--- config.mk ---
export PLATFORM = sky130hd
export DESIGN_NAME = lap_stopwatch_flat
export DESIGN_NICKNAME = d
export VERILOG_FILES = /design/src/rtl/lap_stopwatch_if.sv /design/src/rtl/lap_stopwatch.sv /design/src/flat_wrapper.sv
export SDC_FILE = /design/constraint.sdc
export NUM_CORES = 1
export LEC_CHECK = 0
export CAP_MARGIN = 10
export CORE_ASPECT_RATIO = 0.9
export CORE_MARGIN = 5
export CORE_UTILIZATION = 30
export DETAILED_ROUTE_END_ITERATION = 10
export PLACE_DENSITY = 0.56
export SYNTH_ARGS = -nofsm -noshare
export SYNTH_HDL_FRONTEND = slang
export SYNTH_SLANG_ARGS = --single-unit
--- constraint.sdc ---
create_clock -name clock -period 4.05 [get_ports clock]
set_input_delay 0.81 -clock clock [delete_from_list [all_inputs] [get_ports clock]]
set_output_delay 0.81 -clock clock [all_outputs]
set_load 0.01 [all_outputs]
--- src/rtl/lap_stopwatch_if.sv ---
// Button/mode inputs and BCD display outputs of the lap stopwatch.
// The core attaches to the slave side; whatever drives the buttons uses master.
interface lap_stopwatch_if #(
    parameter int NUM_LAPS = 4
);
    localparam int LSEL_W = $clog2(NUM_LAPS);

    logic              start_stop;
    logic              lap;
    logic              clear;
    logic              inc_min;
    logic              count_down;
    logic [LSEL_W-1:0] lap_sel;
    logic [23:0]       time_bcd;
    logic [23:0]       lap_bcd;
    logic [LSEL_W:0]   lap_count;
    logic              running;
    logic              zero;
    logic              expired;

    modport master (
        output start_stop, lap, clear, inc_min, count_down, lap_sel,
        input  time_bcd, lap_bcd, lap_count, running, zero, expired
    );

    modport slave (
        input  start_stop, lap, clear, inc_min, count_down, lap_sel,
        output time_bcd, lap_bcd, lap_count, running, zero, expired
    );
endinterface

--- src/rtl/lap_stopwatch.sv ---
// BCD min:sec:centisecond stopwatch, counting up or down, with a circular
// lap buffer and a one-cycle expiry pulse.
module lap_stopwatch #(
    parameter int CLK_HZ   = 100000000,
    parameter int TICK_HZ  = 100,
    parameter int NUM_LAPS = 4,
    parameter int MAX_MIN  = 99
) (
    input logic            clock,
    input logic            rst,
    lap_stopwatch_if.slave bus
);
    localparam int DIV    = CLK_HZ / TICK_HZ;
    localparam int PW     = (DIV > 2) ? $clog2(DIV) : 1;
    localparam int LSEL_W = $clog2(NUM_LAPS);
    localparam int CW     = LSEL_W + 1;

    localparam logic [7:0]    MAX_MIN_BCD = {4'(MAX_MIN / 10), 4'(MAX_MIN % 10)};
    localparam logic [23:0]   MAX_TIME    = {MAX_MIN_BCD, 16'h5999};
    localparam logic [CW-1:0] LAP_FULL    = CW'(NUM_LAPS);
    localparam logic [PW-1:0] PRE_TERM    = PW'(DIV - 1);

    typedef enum logic [1:0] {S_IDLE, S_RUN, S_PAUSE, S_EXPIRED} state_t;

    state_t            state_q;
    logic              mode_q;
    logic [23:0]       time_q;
    logic [PW-1:0]     presc_q;
    logic [23:0]       laps_q [NUM_LAPS];
    logic [LSEL_W-1:0] wr_ptr_q;
    logic [CW-1:0]     lap_cnt_q;
    logic              expired_q;
    logic              ss_prev_q, lap_prev_q, clr_prev_q, inc_prev_q;

    function automatic logic [23:0] bcd_inc(input logic [23:0] t);
        logic [23:0] r;
        logic        c;
        logic [3:0]  lim;
        r = t;
        c = 1'b1;
        for (int i = 0; i < 6; i++) begin
            lim = (i == 3) ? 4'd5 : 4'd9;
            if (c) begin
                if (r[i*4 +: 4] == lim) r[i*4 +: 4] = 4'd0;
                else begin
                    r[i*4 +: 4] = r[i*4 +: 4] + 4'd1;
                    c = 1'b0;
                end
            end
        end
        return r;
    endfunction

    function automatic logic [23:0] bcd_dec(input logic [23:0] t);
        logic [23:0] r;
        logic        b;
        logic [3:0]  lim;
        r = t;
        b = 1'b1;
        for (int i = 0; i < 6; i++) begin
            lim = (i == 3) ? 4'd5 : 4'd9;
            if (b) begin
                if (r[i*4 +: 4] == 4'd0) r[i*4 +: 4] = lim;
                else begin
                    r[i*4 +: 4] = r[i*4 +: 4] - 4'd1;
                    b = 1'b0;
                end
            end
        end
        return r;
    endfunction

    // Minute preset wraps from MAX_MIN back to 0.
    function automatic logic [7:0] min_inc(input logic [7:0] m);
        if (m == MAX_MIN_BCD)   return 8'h00;
        else if (m[3:0] == 4'd9) return {m[7:4] + 4'd1, 4'd0};
        else                    return {m[7:4], m[3:0] + 4'd1};
    endfunction

    logic              ss_e, lap_e, clr_e, inc_e, tick;
    logic [23:0]       time_up_d, time_dn_d;
    logic [7:0]        min_d;
    logic [LSEL_W-1:0] rd_idx;

    assign ss_e      = bus.start_stop & ~ss_prev_q;
    assign lap_e     = bus.lap & ~lap_prev_q;
    assign clr_e     = bus.clear & ~clr_prev_q;
    assign inc_e     = bus.inc_min & ~inc_prev_q;
    assign tick      = (state_q == S_RUN) && (presc_q == PRE_TERM);
    assign time_up_d = bcd_inc(time_q);
    assign time_dn_d = bcd_dec(time_q);
    assign min_d     = min_inc(time_q[23:16]);
    assign rd_idx    = wr_ptr_q - LSEL_W'(1) - bus.lap_sel;

    always_ff @(posedge clock) begin
        if (rst) begin
            state_q    <= S_IDLE;
            mode_q     <= 1'b0;
            time_q     <= '0;
            presc_q    <= '0;
            wr_ptr_q   <= '0;
            lap_cnt_q  <= '0;
            expired_q  <= 1'b0;
            ss_prev_q  <= 1'b0;
            lap_prev_q <= 1'b0;
            clr_prev_q <= 1'b0;
            inc_prev_q <= 1'b0;
            for (int i = 0; i < NUM_LAPS; i++) laps_q[i] <= '0;
        end else begin
            ss_prev_q  <= bus.start_stop;
            lap_prev_q <= bus.lap;
            clr_prev_q <= bus.clear;
            inc_prev_q <= bus.inc_min;
            expired_q  <= 1'b0;
            if (clr_e) begin
                state_q   <= S_IDLE;
                mode_q    <= 1'b0;
                time_q    <= '0;
                presc_q   <= '0;
                wr_ptr_q  <= '0;
                lap_cnt_q <= '0;
                for (int i = 0; i < NUM_LAPS; i++) laps_q[i] <= '0;
            end else begin
                // Lap always captures the pre-tick, pre-stop time.
                if (lap_e && state_q == S_RUN) begin
                    laps_q[wr_ptr_q] <= time_q;
                    wr_ptr_q         <= wr_ptr_q + LSEL_W'(1);
                    if (lap_cnt_q != LAP_FULL) lap_cnt_q <= lap_cnt_q + CW'(1);
                end
                case (state_q)
                    S_IDLE: begin
                        mode_q <= bus.count_down;
                        if (inc_e) time_q[23:16] <= min_d;
                        if (ss_e && !(bus.count_down && time_q == 24'h0)) begin
                            state_q <= S_RUN;
                            presc_q <= '0;
                        end
                    end
                    S_RUN: begin
                        // Stopping freezes the prescaler so no tick is lost across the pause.
                        if (ss_e) state_q <= S_PAUSE;
                        else if (tick) begin
                            presc_q <= '0;
                            if (mode_q) begin
                                if (time_q != 24'h0) time_q <= time_dn_d;
                                if (time_q == 24'h0 || time_dn_d == 24'h0) begin
                                    state_q   <= S_EXPIRED;
                                    expired_q <= 1'b1;
                                end
                            end else begin
                                if (time_q != MAX_TIME) time_q <= time_up_d;
                                if (time_q == MAX_TIME || time_up_d == MAX_TIME) begin
                                    state_q   <= S_EXPIRED;
                                    expired_q <= 1'b1;
                                end
                            end
                        end else presc_q <= presc_q + PW'(1);
                    end
                    S_PAUSE: begin
                        if (inc_e) time_q[23:16] <= min_d;
                        if (ss_e) state_q <= S_RUN;
                    end
                    S_EXPIRED: begin
                        if (ss_e) state_q <= S_IDLE;
                    end
                endcase
            end
        end
    end

    assign bus.time_bcd  = time_q;
    assign bus.lap_bcd   = ({1'b0, bus.lap_sel} < lap_cnt_q) ? laps_q[rd_idx] : 24'h0;
    assign bus.lap_count = lap_cnt_q;
    assign bus.running   = (state_q == S_RUN);
    assign bus.zero      = (time_q == 24'h0);
    assign bus.expired   = expired_q;
endmodule

--- src/flat_wrapper.sv ---
// flat-port wrapper written by rule: the top's interface ports become plain ports
module lap_stopwatch_flat 
#(
    parameter int CLK_HZ   = 100000000,
    parameter int TICK_HZ  = 100,
    parameter int NUM_LAPS = 4,
    parameter int MAX_MIN  = 99
)
  (clock, rst, bus_start_stop, bus_lap, bus_clear, bus_inc_min, bus_count_down, bus_lap_sel, bus_time_bcd, bus_lap_bcd, bus_lap_count, bus_running, bus_zero, bus_expired);
  lap_stopwatch_if #(.NUM_LAPS(NUM_LAPS)) bus_i ();
  input logic clock;
  input logic rst;
  input wire logic [$bits(bus_i.start_stop)-1:0] bus_start_stop;
  input wire logic [$bits(bus_i.lap)-1:0] bus_lap;
  input wire logic [$bits(bus_i.clear)-1:0] bus_clear;
  input wire logic [$bits(bus_i.inc_min)-1:0] bus_inc_min;
  input wire logic [$bits(bus_i.count_down)-1:0] bus_count_down;
  input wire logic [$bits(bus_i.lap_sel)-1:0] bus_lap_sel;
  output wire logic [$bits(bus_i.time_bcd)-1:0] bus_time_bcd;
  output wire logic [$bits(bus_i.lap_bcd)-1:0] bus_lap_bcd;
  output wire logic [$bits(bus_i.lap_count)-1:0] bus_lap_count;
  output wire logic [$bits(bus_i.running)-1:0] bus_running;
  output wire logic [$bits(bus_i.zero)-1:0] bus_zero;
  output wire logic [$bits(bus_i.expired)-1:0] bus_expired;
  assign bus_i.start_stop = bus_start_stop;
  assign bus_i.lap = bus_lap;
  assign bus_i.clear = bus_clear;
  assign bus_i.inc_min = bus_inc_min;
  assign bus_i.count_down = bus_count_down;
  assign bus_i.lap_sel = bus_lap_sel;
  assign bus_time_bcd = bus_i.time_bcd;
  assign bus_lap_bcd = bus_i.lap_bcd;
  assign bus_lap_count = bus_i.lap_count;
  assign bus_running = bus_i.running;
  assign bus_zero = bus_i.zero;
  assign bus_expired = bus_i.expired;
  lap_stopwatch #(.CLK_HZ(CLK_HZ), .TICK_HZ(TICK_HZ), .NUM_LAPS(NUM_LAPS), .MAX_MIN(MAX_MIN)) u_core (.clock(clock), .rst(rst), .bus(bus_i));
endmodule
==> impl_results.md, run 1 <==
- Post-cts hold buffer count: 0
- EDFF count, synth: 96
- Gates resized, CTS repair: 0
- Post-Place Setup Slack: 0.129 ns
- Measured slew at the worst slew-check pin: 0.864 ns
- Crit-path slowest cell: sky130_fd_sc_hd__clkdlybuf4s50_1
- Synth warn: 0
- Syn Std Cell Area: 0.00871 sq mm
- Ratio of cells with drive above 1 in the final layout: 0.124
- Critical Setup Path Class: in -> out
- Number of diodes added for antenna fixing: 0
- Fraction of post-synthesis cell area in the top cell type by area: 0.331
- Final count of negative-setup-slack endpoints: 0
- Sink Count: 153
- Routability Congestion: 0.857
- Initial DRC count: 430
- First-pass GRT wire length: 36000 um
- Hold Path Class: reg -> reg
- Root Driver: sky130_fd_sc_hd__clkbuf_16
- Sum of negative setup slack: 0 ns
- Final critical-path required period: 3.88 ns
- Cell accounting for the most synthesized area: sky130_fd_sc_hd__edfxtp_1
- Clk_skew: 0.0111 ns
- Site Rows: 59
- Estimated wirelength of the detail-placed design: 15500 um
- Met3 track demand over resource in global routing: 0.0306
- Critical Path End Type: output pin
- Slew Limit Fails: 0
- Initial standard-cell utilization of the core: 0.303
- Sequential area share after synthesis: 0.462
- Post-placement cell count: 1240
- CTS tree: done
- Worst Setup Slack, final: 0.165 ns
- Syn-to-layout area delta: 18.4%
- Final cycle utilization of the critical path: 0.959
- Cell chain of the critical path: clkdlybuf4s50_1 -> inv_1 -> ha_1 -> xnor2_1 -> xnor2_2 -> buf_12 -> mux4_2 -> nor2b_1 -> clkdlybuf4s50_1
- Worst r2r dst: u_core.bus.expired$_SDFF_PP0_
- Static Leak: 3.67 nW
- Most heavily used metal layer in global routing: met2
- CP Data Arrival Time: 3.07 ns
- Capture point of the critical path: bus_lap_bcd[18]
- Result of the run: finished clean
- FILL cells: 2862
- Mapped Cells: 853
- Die area: 0.0325 sq mm
- Core Footprint: 0.0288 sq mm
- R2r worst-path depth: 7
- Met2 track demand over resource: 0.219
- Clock Pin Slew Worst Setup and Hold Paths: 0.06 ns
- TritonCTS Buffers: 17
- Highest Clock Rate: 0.257 GHz
- Crit path launch type: primary input
- Sequential cell area: 0.00402 sq mm
- Power density over cell area: 344 mW/mm^2
- Final WL: 22800 um
- Worst reg2reg path startpoint: u_core.bus.time_bcd[4]$_SDFFE_PP0P_
- Area used by multi-input combinational logic: 0.00431 sq mm
- GRT Util Overall: 0.140
- Total design power: 0.00355 W
- Final number of hold-violating endpoints: 0
- Length of the first detailed-routing pass in iterations: 7
- Top cells by area in the synthesized netlist: sky130_fd_sc_hd__edfxtp_1 (33%), sky130_fd_sc_hd__dfxtp_1 (13%), sky130_fd_sc_hd__and2_1 (7.1%)
- Max-cap viol count: 0
- Async set or reset register ratio after synthesis: 0
- Slowest Stage Delay on Critical Path: 0.48 ns
- Number of routed nets with antenna violations: 0
- Largest net degree at the start of global routing: 30
- Number of library cell types mapped by synthesis: 79
- Number of antenna violations at the first check in global routing: 0
- Drt via density: 5.18
- Average cell area after synthesis: 10.2 sq um
- Required time at the worst-slack endpoint: 3.24 ns
- Total I/O pin count: 63
- IR Drop Worst-Case VDD: 0.258 mV
- Final Non-Filler Cells: 1272
- Most common library cell in the layout ignoring fill and taps: sky130_fd_sc_hd__and2_1
- Total of buffers placed on input and output ports: 62
- Count of state elements after synthesis: 153
- Sum of overflow across all layers after global routing: 0
- Setup repair bufs after CTS: 0
- DRC violation count after routing: 0
- Count of vias placed by the detailed router: 6583
- H-tree depth reported by CTS: 4
- Worst skew pair latency: 0.43 ns
- Horizontal die dimension: 190 um
- Most used cells in the layout excluding fill and tap cells: sky130_fd_sc_hd__and2_1 (99), sky130_fd_sc_hd__edfxtp_1 (96), sky130_fd_sc_hd__nor2_1 (62), sky130_fd_sc_hd__clkdlybuf4s50_1 (62), sky130_fd_sc_hd__dfxtp_1 (57)
- Relative max-transition margin: 0.423
- Buffers from clock root to sink, at most: 2
- Fraction of met1 tracks used by global routing: 0.198
- Nets in the synthesized netlist: 875
- Setup slack on the worst flop-to-flop path: 0.97 ns
- Vias in the first global route: 6253
- Height of the die: 172 um
- Top FF cell, synth: sky130_fd_sc_hd__edfxtp_1
- Critical path launch point: bus_lap_sel[0]
- Largest fanout on the critical path: 24
- Wire per inst: 18.0 um
- Setup repair after global routing missed its margin: no
- Most prevalent standard cell on the critical path: sky130_fd_sc_hd__clkdlybuf4s50_1
- Number of nets in the layout: 915
-- report_power, final --
| group | switching (W) | leakage, nW | total [W] | internal (W) |
|---|---|---|---|---|
| logic | 0.000136 | 1.86 | 0.000250 | 0.000114 |
| registers | 0.0000325 | 1.53 | 0.00173 | 0.00170 |
| clock network | 0.000692 | 0.280 | 0.00157 | 0.000876 |
-- layout make-up --
type | count | area share
clock buffers | 18 | 0.0426
repair buffers | 92 | 0.0844
well taps | 366 | 0.0444
inverters | 20 | 0.00728
flip-flops and latches | 153 | 0.390
clock inverters | 14 | 0.0132
multi-input cells | 609 | 0.418
-- through the flow --
step / hold WS [ns] / instance area, sq um / utilization
2_1_floorplan: 0.462 / 8710 / -
3_3_place_gp: 0.481 / 9740 / 0.338
3_5_place_dp: 0.495 / 9740 / 0.338
4_1_cts: 0.506 / 10300 / 0.358
5_1_grt: 0.539 / 10300 / 0.358
6_report: 0.501 / 10300 / 0.358
-- worst max-delay path: cells and delay by family --
family / cells / cell delay (ns)
buffers and inverters: 4 / 1.20
XOR/XNOR: 2 / 0.38
multiplexers: 1 / 0.31
adder cells (fa/ha/maj): 1 / 0.20
AND/OR/NAND/NOR: 1 / 0.14
-- worst min-delay path by stage --
stage	startpoint	to	slack, ns	cells after the start
finish	u_core.bus.lap_count[1]$_SDFFE_PP0P_	u_core.bus.lap_count[1]$_SDFFE_PP0P_	0.50	2
global route	u_core.presc_q[18]$_SDFFE_PP0P_	u_core.presc_q[18]$_SDFFE_PP0P_	0.54	2
CTS	u_core.presc_q[14]$_SDFFE_PP0P_	u_core.presc_q[14]$_SDFFE_PP0P_	0.51	2
detailed placement	u_core.presc_q[14]$_SDFFE_PP0P_	u_core.presc_q[14]$_SDFFE_PP0P_	0.50	2
global placement	u_core.presc_q[14]$_SDFFE_PP0P_	u_core.presc_q[14]$_SDFFE_PP0P_	0.48	2
floorplan	u_core.presc_q[14]$_SDFFE_PP0P_	u_core.presc_q[14]$_SDFFE_PP0P_	0.46	2
-- state kept, by name (all words and copies together) (netlist names) --
register,count
u_core.bus.expired,1
u_core.bus.lap_count,3
u_core.bus.time_bcd,24
u_core.clr_prev_q,1
u_core.inc_prev_q,1
u_core.lap_prev_q,1
u_core.laps_q,96
u_core.mode_q,1
u_core.presc_q,20
u_core.ss_prev_q,1
u_core.state_q,2
u_core.wr_ptr_q,2
-- synthesized netlist by cell type, types with 3 or more instances --
| cell type | n |
|---|---|
| sky130_fd_sc_hd__or4_1 | 6 |
| sky130_fd_sc_hd__a211oi_1 | 5 |
| sky130_fd_sc_hd__nand3_1 | 21 |
| sky130_fd_sc_hd__mux4_2 | 24 |
| sky130_fd_sc_hd__nand2_1 | 46 |
| sky130_fd_sc_hd__nand4_1 | 14 |
| sky130_fd_sc_hd__a21o_1 | 4 |
| sky130_fd_sc_hd__and3_1 | 9 |
| sky130_fd_sc_hd__clkbuf_1 | 50 |
| sky130_fd_sc_hd__a21oi_1 | 37 |
| sky130_fd_sc_hd__and4_1 | 4 |
| sky130_fd_sc_hd__nor4_2 | 6 |
| sky130_fd_sc_hd__buf_2 | 14 |
| sky130_fd_sc_hd__mux2i_1 | 14 |
| sky130_fd_sc_hd__xor2_1 | 16 |
| sky130_fd_sc_hd__o31ai_1 | 3 |
| sky130_fd_sc_hd__nor4b_1 | 4 |
| sky130_fd_sc_hd__buf_6 | 3 |
| sky130_fd_sc_hd__nor4_1 | 10 |
| sky130_fd_sc_hd__xnor2_1 | 15 |
| sky130_fd_sc_hd__nor3_1 | 26 |
| sky130_fd_sc_hd__a31oi_1 | 6 |
| sky130_fd_sc_hd__or3_1 | 12 |
| sky130_fd_sc_hd__a22oi_1 | 3 |
| sky130_fd_sc_hd__nor2b_1 | 37 |
| sky130_fd_sc_hd__buf_1 | 3 |
| sky130_fd_sc_hd__o21ai_0 | 35 |
| sky130_fd_sc_hd__dfxtp_1 | 57 |
| sky130_fd_sc_hd__a211o_1 | 3 |
| sky130_fd_sc_hd__edfxtp_1 | 96 |
| sky130_fd_sc_hd__nor2_1 | 62 |
| sky130_fd_sc_hd__ha_1 | 13 |
| sky130_fd_sc_hd__and2_1 | 99 |
| sky130_fd_sc_hd__nand2b_1 | 13 |
| sky130_fd_sc_hd__a311oi_1 | 3 |
| sky130_fd_sc_hd__inv_1 | 20 |
| sky130_fd_sc_hd__o22ai_1 | 6 |
| sky130_fd_sc_hd__o32ai_1 | 3 |
-- per-layer routing --
| layer | vias to the layer above | routed length [um] |
|---|---|---|
| met2 | 171 | 10200 |
| met3 | 22 | 1070 |
| met4 | 0 | 270 |
| li1 | 3184 | - |
| met1 | 3206 | 11200 |
| met5 | - | 0 |
-- logic make-up (layout without fill, tap and decap cells) --
| kind of cell | count (synthesis) | in the layout | synth area share |
|---|---|---|---|
| DFF | 153 | 153 | 0.462 |
| adders and majority gates | 13 | 13 | 0.0187 |
| buffers and inverters | 91 | 144 | 0.0442 |
| and+or+nand+nor | 394 | 394 | 0.266 |
| xor gates and xnor gates | 31 | 31 | 0.0312 |
| AOI/OAI and AO/OA | 132 | 132 | 0.0981 |
| muxes | 39 | 39 | 0.0794 |
Power figures use the tool's default switching activity.
==> run 2, diff against run 1 <==
PLACE_DENSITY = not set   (was 0.56)
==> impl_results.md, run 2 (synthesized netlist as in run 1, its figures left out) <==
- Result of the run: finished clean
- Vias in the first global route: 6300 (+0.75%)
- Capture point of the critical path: bus_lap_bcd[18]
- Final count of negative-setup-slack endpoints: 0 (unchanged)
- Number of antenna violations at the first check in global routing: 0 (unchanged)
- Total of buffers placed on input and output ports: 62 (unchanged)
- Worst r2r dst: u_core.bus.expired$_SDFF_PP0_
- Core Footprint: 0.0288 sq mm (unchanged)
- Number of diodes added for antenna fixing: 0 (unchanged)
- Most used cells in the layout excluding fill and tap cells: sky130_fd_sc_hd__and2_1 (99), sky130_fd_sc_hd__edfxtp_1 (96), sky130_fd_sc_hd__nor2_1 (62), sky130_fd_sc_hd__clkdlybuf4s50_1 (62), sky130_fd_sc_hd__dfxtp_1 (57)
- Required time at the worst-slack endpoint: 3.24 ns (about the same)
- Cell chain of the critical path: clkdlybuf4s50_1 -> inv_1 -> ha_1 -> xnor2_1 -> xnor2_2 -> buf_12 -> mux4_2 -> nor2b_1 -> clkdlybuf4s50_1
- Critical Path End Type: output pin
- Total I/O pin count: 63 (unchanged)
- Die area: 0.0325 sq mm (unchanged)
- Sum of negative setup slack: 0 ns (unchanged)
- H-tree depth reported by CTS: 4 (unchanged)
- Initial DRC count: 593 (+38%)
- Drt via density: 5.13 (-0.88%)
- Initial standard-cell utilization of the core: 0.303 (unchanged)
- Wire per inst: 17.6 um (-2.0%)
- Gates resized, CTS repair: 0 (unchanged)
- Cell area reported after detailed placement: 0.00975 sq mm (about the same)
- Crit path launch type: primary input
- Highest Clock Rate: 0.257 GHz (-0.34%)
- Ratio of cells with drive above 1 in the final layout: 0.125 (+0.000966)
- Clock Pin Slew Worst Setup and Hold Paths: 0.07 ns (about the same)
- IR Drop Worst-Case VDD: 0.280 mV (+8.8%)
- DRC violation count after routing: 0 (unchanged)
- Static Leak: 3.69 nW (+0.56%)
- Number of nets in the layout: 916 (+0.11%)
- Flip-flop count of the largest register after layout: 96 (unchanged)
- Area of all placed cells without fillers: 0.0104 sq mm (+0.36%)
- Number of cells on the critical path: 9 (unchanged)
- Hold Path Class: reg -> reg
- Largest net degree at the start of global routing: 31 (+3.3%)
- Sum of overflow across all layers after global routing: 0 (unchanged)
- GRT Util Overall: 0.139 (-0.000415)
- Critical Setup Path Class: in -> out
- Final cycle utilization of the critical path: 0.962 (+0.00323)
- First-pass GRT wire length: 36100 um (+0.15%)
- Final critical-path required period: 3.90 ns (+0.0131 ns)
- Measured slew at the worst slew-check pin: 0.852 ns (-0.0113 ns)
- Number of cells on the worst hold path: 2 (unchanged)
- Count of vias placed by the detailed router: 6530 (-0.81%)
- Final number of hold-violating endpoints: 0 (unchanged)
- Relative max-transition margin: 0.431 (+0.00756)
- Critical path launch point: bus_lap_sel[0]
- Worst skew pair latency: 0.42 ns (about the same)
- Largest fanout on the critical path: 24 (unchanged)
- Root Driver: sky130_fd_sc_hd__clkbuf_16
- Setup repair after global routing missed its margin: no
- TritonCTS Buffers: 17 (unchanged)
- Setup slack on the worst flop-to-flop path: 0.74 ns (-0.23 ns)
- Syn-to-layout area delta: 18.9%
- Max-cap viol count: 0 (unchanged)
- Register containing the most flip-flops in the final layout: u_core.laps_q
- Horizontal die dimension: 190 um (unchanged)
- Routability Congestion: 0.823 (-3.9%)
- Number of routed nets with antenna violations: 0 (unchanged)
- Post-cts hold buffer count: 0 (unchanged)
- CP Data Arrival Time: 3.09 ns (+0.02 ns)
- Length of the first detailed-routing pass in iterations: 7 (unchanged)
- Buffers from clock root to sink, at most: 2 (unchanged)
- Sink Count: 153 (unchanged)
- Slowest Stage Delay on Critical Path: 0.49 ns (about the same)
- Clk_skew: 0.0106 ns (-0.000559 ns)
- Crit-path slowest cell: sky130_fd_sc_hd__clkdlybuf4s50_1
- Site Rows: 59 (unchanged)
- Height of the die: 172 um (unchanged)
- Setup repair bufs after CTS: 0 (unchanged)
- Slew Limit Fails: 0 (unchanged)
- CTS tree: done
- R2r worst-path depth: 7 (unchanged)
- Final WL: 22400 um (-1.9%)
- Most common library cell in the layout ignoring fill and taps: sky130_fd_sc_hd__and2_1
- Worst reg2reg path startpoint: u_core.bus.time_bcd[7]$_SDFFE_PP0P_
- Power density over cell area: 347 mW/mm^2 (+0.85%)
- CP Buf/Inv Count: 4 (unchanged)
- Most prevalent standard cell on the critical path: sky130_fd_sc_hd__clkdlybuf4s50_1
- Estimated wirelength of the detail-placed design: 15400 um (-0.90%)
- Top Family by Delay on Critical Path: buffers and inverters
run 2: worst min-delay path by stage:
stage | to | startpoint | slack [ns]
3_5_place_dp | u_core.presc_q[18]$_SDFFE_PP0P_ | u_core.presc_q[18]$_SDFFE_PP0P_ | 0.50
5_1_grt | u_core.presc_q[14]$_SDFFE_PP0P_ | u_core.presc_q[14]$_SDFFE_PP0P_ | 0.52
3_3_place_gp | u_core.presc_q[14]$_SDFFE_PP0P_ | u_core.presc_q[14]$_SDFFE_PP0P_ | 0.48
6_report | u_core.presc_q[18]$_SDFFE_PP0P_ | u_core.presc_q[18]$_SDFFE_PP0P_ | 0.50
2_1_floorplan | u_core.presc_q[14]$_SDFFE_PP0P_ | u_core.presc_q[14]$_SDFFE_PP0P_ | 0.46
4_1_cts | u_core.presc_q[18]$_SDFFE_PP0P_ | u_core.presc_q[18]$_SDFFE_PP0P_ | 0.51
run 2: final cells by class:
cell class | instances | area (sq um)
fill | 2851 | 18400
multi-input combinational | 609 | 4310
sequential | 153 | 4020
timing repair buffer | 93 | 878
tap | 366 | 458
clock buffer | 17 | 425
clock inverter | 15 | 180
inverter | 20 | 75.1
run 2: metal layers:
layer / global-route usage / wire, um
met1: 0.198 / 10700
met2: 0.217 / 10100
met3: 0.0361 / 1390
met4: 0.0270 / 195
met5: 0 / 0
run 2: worst min-delay path: cells and delay by family (launching register included):
| family | cells | cell delay (ns) |
|---|---|---|
| flops | 1 | 0.33 |
| compound gates | 2 | 0.13 |
run 2: metrics by stage:
step	util	hold slack, ns	setup WS (ns)	total power [W]	cells
after detailed placement	0.339	0.498	0.101	0.00202	1241
after floorplan	-	0.462	0.586	0.00192	853
after CTS	0.360	0.508	0.104	0.00363	1273
final	0.360	0.504	0.152	0.00359	1273
after global placement	0.339	0.477	0.153	0.00202	1241
after global routing	0.360	0.523	0.0179	0.00372	1273
run 2: power by group:
part	switching, W	total [W]	internal, W
logic	0.000139	0.000253	0.000115
clock network	0.000726	0.00161	0.000885
registers	0.0000286	0.00172	0.00170
total	0.000893	0.00359	0.00270
==> run 3, diff against run 2 <==
ABC_AREA = 0   (was not set)
CORE_MARGIN = not set   (was 5)
==> impl_results.md, run 3 (synthesized netlist as in run 1, its figures left out) <==
- Result of the run: finished clean
- Initial standard-cell utilization of the core: 0.309 (+0.00601)
- Gates resized, CTS repair: 0 (unchanged)
- Ratio of cells with drive above 1 in the final layout: 0.131 (+0.00670)
- Drt via density: 5.17 (+0.72%)
- Worst hold slack across all endpoints: 0.496 ns (-0.00837 ns)
- Power density over cell area: 348 mW/mm^2 (+0.23%)
- H-tree depth reported by CTS: 4 (unchanged)
- DRC violation count after routing: 0 (unchanged)
- Count of vias placed by the detailed router: 6582 (+0.80%)
- CP Data Arrival Time: 3.11 ns (+0.02 ns)
- Buffers from clock root to sink, at most: 2 (unchanged)
- Syn-to-layout area delta: 19.3%
- GRT Util Overall: 0.155 (+0.0157)
- Die area: 0.0297 sq mm (-8.7%)
- Highest Clock Rate: 0.255 GHz (-0.62%)
- Wire per inst: 17.8 um (+0.98%)
- Slew Limit Fails: 0 (unchanged)
- Number of nets in the layout: 923 (+0.76%)
- Vias in the first global route: 6300 (unchanged)
- Max-cap viol count: 0 (unchanged)
- Clock Pin Slew Worst Setup and Hold Paths: 0.06 ns (about the same)
- Sink Count: 153 (unchanged)
- Relative max-transition margin: 0.451 (+0.0203)
- Initial DRC count: 567 (-4.4%)
- Post-cts hold buffer count: 0 (unchanged)
- Root Driver: sky130_fd_sc_hd__clkbuf_16
- Measured slew at the worst slew-check pin: 0.822 ns (-0.0304 ns)
- Crit-path slowest cell: sky130_fd_sc_hd__clkdlybuf4s50_1
- Total I/O pin count: 63 (unchanged)
- Sum of overflow across all layers after global routing: 0 (unchanged)
- Number of routed nets with antenna violations: 0 (unchanged)
- Largest fanout on the critical path: 24 (unchanged)
- Final critical-path required period: 3.92 ns (+0.0243 ns)
- Cell chain of the critical path: clkdlybuf4s50_1 -> inv_1 -> ha_1 -> xnor2_1 -> xnor2_2 -> buf_12 -> mux4_2 -> nor2b_1 -> clkdlybuf4s50_1
- Crit path launch type: primary input
- Critical Path End Type: output pin
- Flip-flop count of the largest register after layout: 96 (unchanged)
- Setup repair after global routing missed its margin: no
- IR Drop Worst-Case VDD: 0.266 mV (-5.0%)
- Total of buffers placed on input and output ports: 62 (unchanged)
- Most common library cell in the layout ignoring fill and taps: sky130_fd_sc_hd__and2_1
- Final WL: 22600 um (+1.1%)
- Static Leak: 3.72 nW (+0.69%)
- Site Rows: 58 (-1.7%)
- Register containing the most flip-flops in the final layout: u_core.laps_q
- Most prevalent standard cell on the critical path: sky130_fd_sc_hd__clkdlybuf4s50_1
- Core Footprint: 0.0282 sq mm (-1.9%)
- Horizontal die dimension: 182 um (-4.2%)
- CP Buf/Inv Count: 4 (unchanged)
- Required time at the worst-slack endpoint: 3.24 ns (about the same)
- CTS tree: done
- Most used cells in the layout excluding fill and tap cells: sky130_fd_sc_hd__and2_1 (99), sky130_fd_sc_hd__edfxtp_1 (96), sky130_fd_sc_hd__nor2_1 (62), sky130_fd_sc_hd__clkdlybuf4s50_1 (62), sky130_fd_sc_hd__dfxtp_1 (57)
- Top Family by Delay on Critical Path: buffers and inverters
- Length of the first detailed-routing pass in iterations: 5 (-2)
- Slowest Stage Delay on Critical Path: 0.49 ns (about the same)
- Hold Path Class: reg -> reg
- Largest net degree at the start of global routing: 41 (+32%)
- Height of the die: 164 um (-4.7%)
- TritonCTS Buffers: 17 (unchanged)
- Estimated wirelength of the detail-placed design: 15100 um (-2.0%)
- Number of diodes added for antenna fixing: 0 (unchanged)
- Final number of hold-violating endpoints: 0 (unchanged)
- Final count of negative-setup-slack endpoints: 0 (unchanged)
- Clk_skew: 0.0119 ns (+0.00132 ns)
- Number of antenna violations at the first check in global routing: 0 (unchanged)
- Worst skew pair latency: 0.44 ns (+0.02 ns)
- Routability Congestion: 0.835 (+1.4%)
- First-pass GRT wire length: 35700 um (-1.0%)
- Critical Setup Path Class: in -> out
- Setup repair bufs after CTS: 0 (unchanged)
- Sum of negative setup slack: 0 ns (unchanged)
- Final cycle utilization of the critical path: 0.968 (+0.00600)
## run 3: worst paths after layout
path | start | slack, ns | to | depth (start not counted)
setup / recovery | bus_lap_sel[0] | 0.13 | bus_lap_bcd[11] | 9
hold / removal | u_core.presc_q[14]$_SDFFE_PP0P_ | 0.50 | u_core.presc_q[14]$_SDFFE_PP0P_ | 2
hold reg to reg | u_core.presc_q[14]$_SDFFE_PP0P_ | 0.50 | u_core.presc_q[14]$_SDFFE_PP0P_ | 2
setup reg to reg | u_core.bus.time_bcd[1]$_SDFFE_PP0P_ | 0.94 | u_core.bus.expired$_SDFF_PP0_ | 8
## run 3: final cells by class
cell class / instances / area (sq um)
flip-flops and latches: 153 / 4020
clock buffers: 17 / 425
inverters: 20 / 75.1
multi-input cells: 609 / 4310
fillers: 2761 / 17800
clock inverters: 15 / 174
repair buffers: 100 / 931
well taps: 360 / 450
## run 3: worst reg2reg max path: stages, from the launching register on
cell and delay, ns:
sky130_fd_sc_hd__dfxtp_1 0.50, sky130_fd_sc_hd__buf_4 0.26, sky130_fd_sc_hd__or4_1 0.64, sky130_fd_sc_hd__nor4_2 0.30, sky130_fd_sc_hd__xor2_1 0.11, sky130_fd_sc_hd__or4_1 0.55
sky130_fd_sc_hd__nor4_2 0.29, sky130_fd_sc_hd__o22ai_1 0.17, sky130_fd_sc_hd__nor3_2 0.19
## run 3: through the flow
step	worst slack [ns]	util	total power, W	cell area (sq um)	instances
6_report	0.128	0.368	0.00361	10400	1274
3_5_place_dp	0.101	0.347	0.00202	9790	1242
5_1_grt	0.0256	0.368	0.00372	10400	1274
4_1_cts	0.0977	0.368	0.00365	10400	1274
3_3_place_gp	0.153	0.347	0.00202	9790	1242
2_1_floorplan	0.586	-	0.00192	8710	853
## run 3: metal layers
| metal | up-vias | wire (um) | global-route usage |
|---|---|---|---|
| li1 | 3191 | - | - |
| met1 | 3223 | 10800 | 0.210 |
| met2 | 157 | 10300 | 0.246 |
| met3 | 11 | 1380 | 0.0395 |
| met4 | 0 | 149 | 0.0408 |
| met5 | - | 0 | 0 |
## run 3: where the power goes
group | switching [W] | internal [W]
Sequential | 0.0000186 | 0.00170
Combinational | 0.000151 | 0.000117
Clock | 0.000748 | 0.000881
Total | 0.000917 | 0.00269
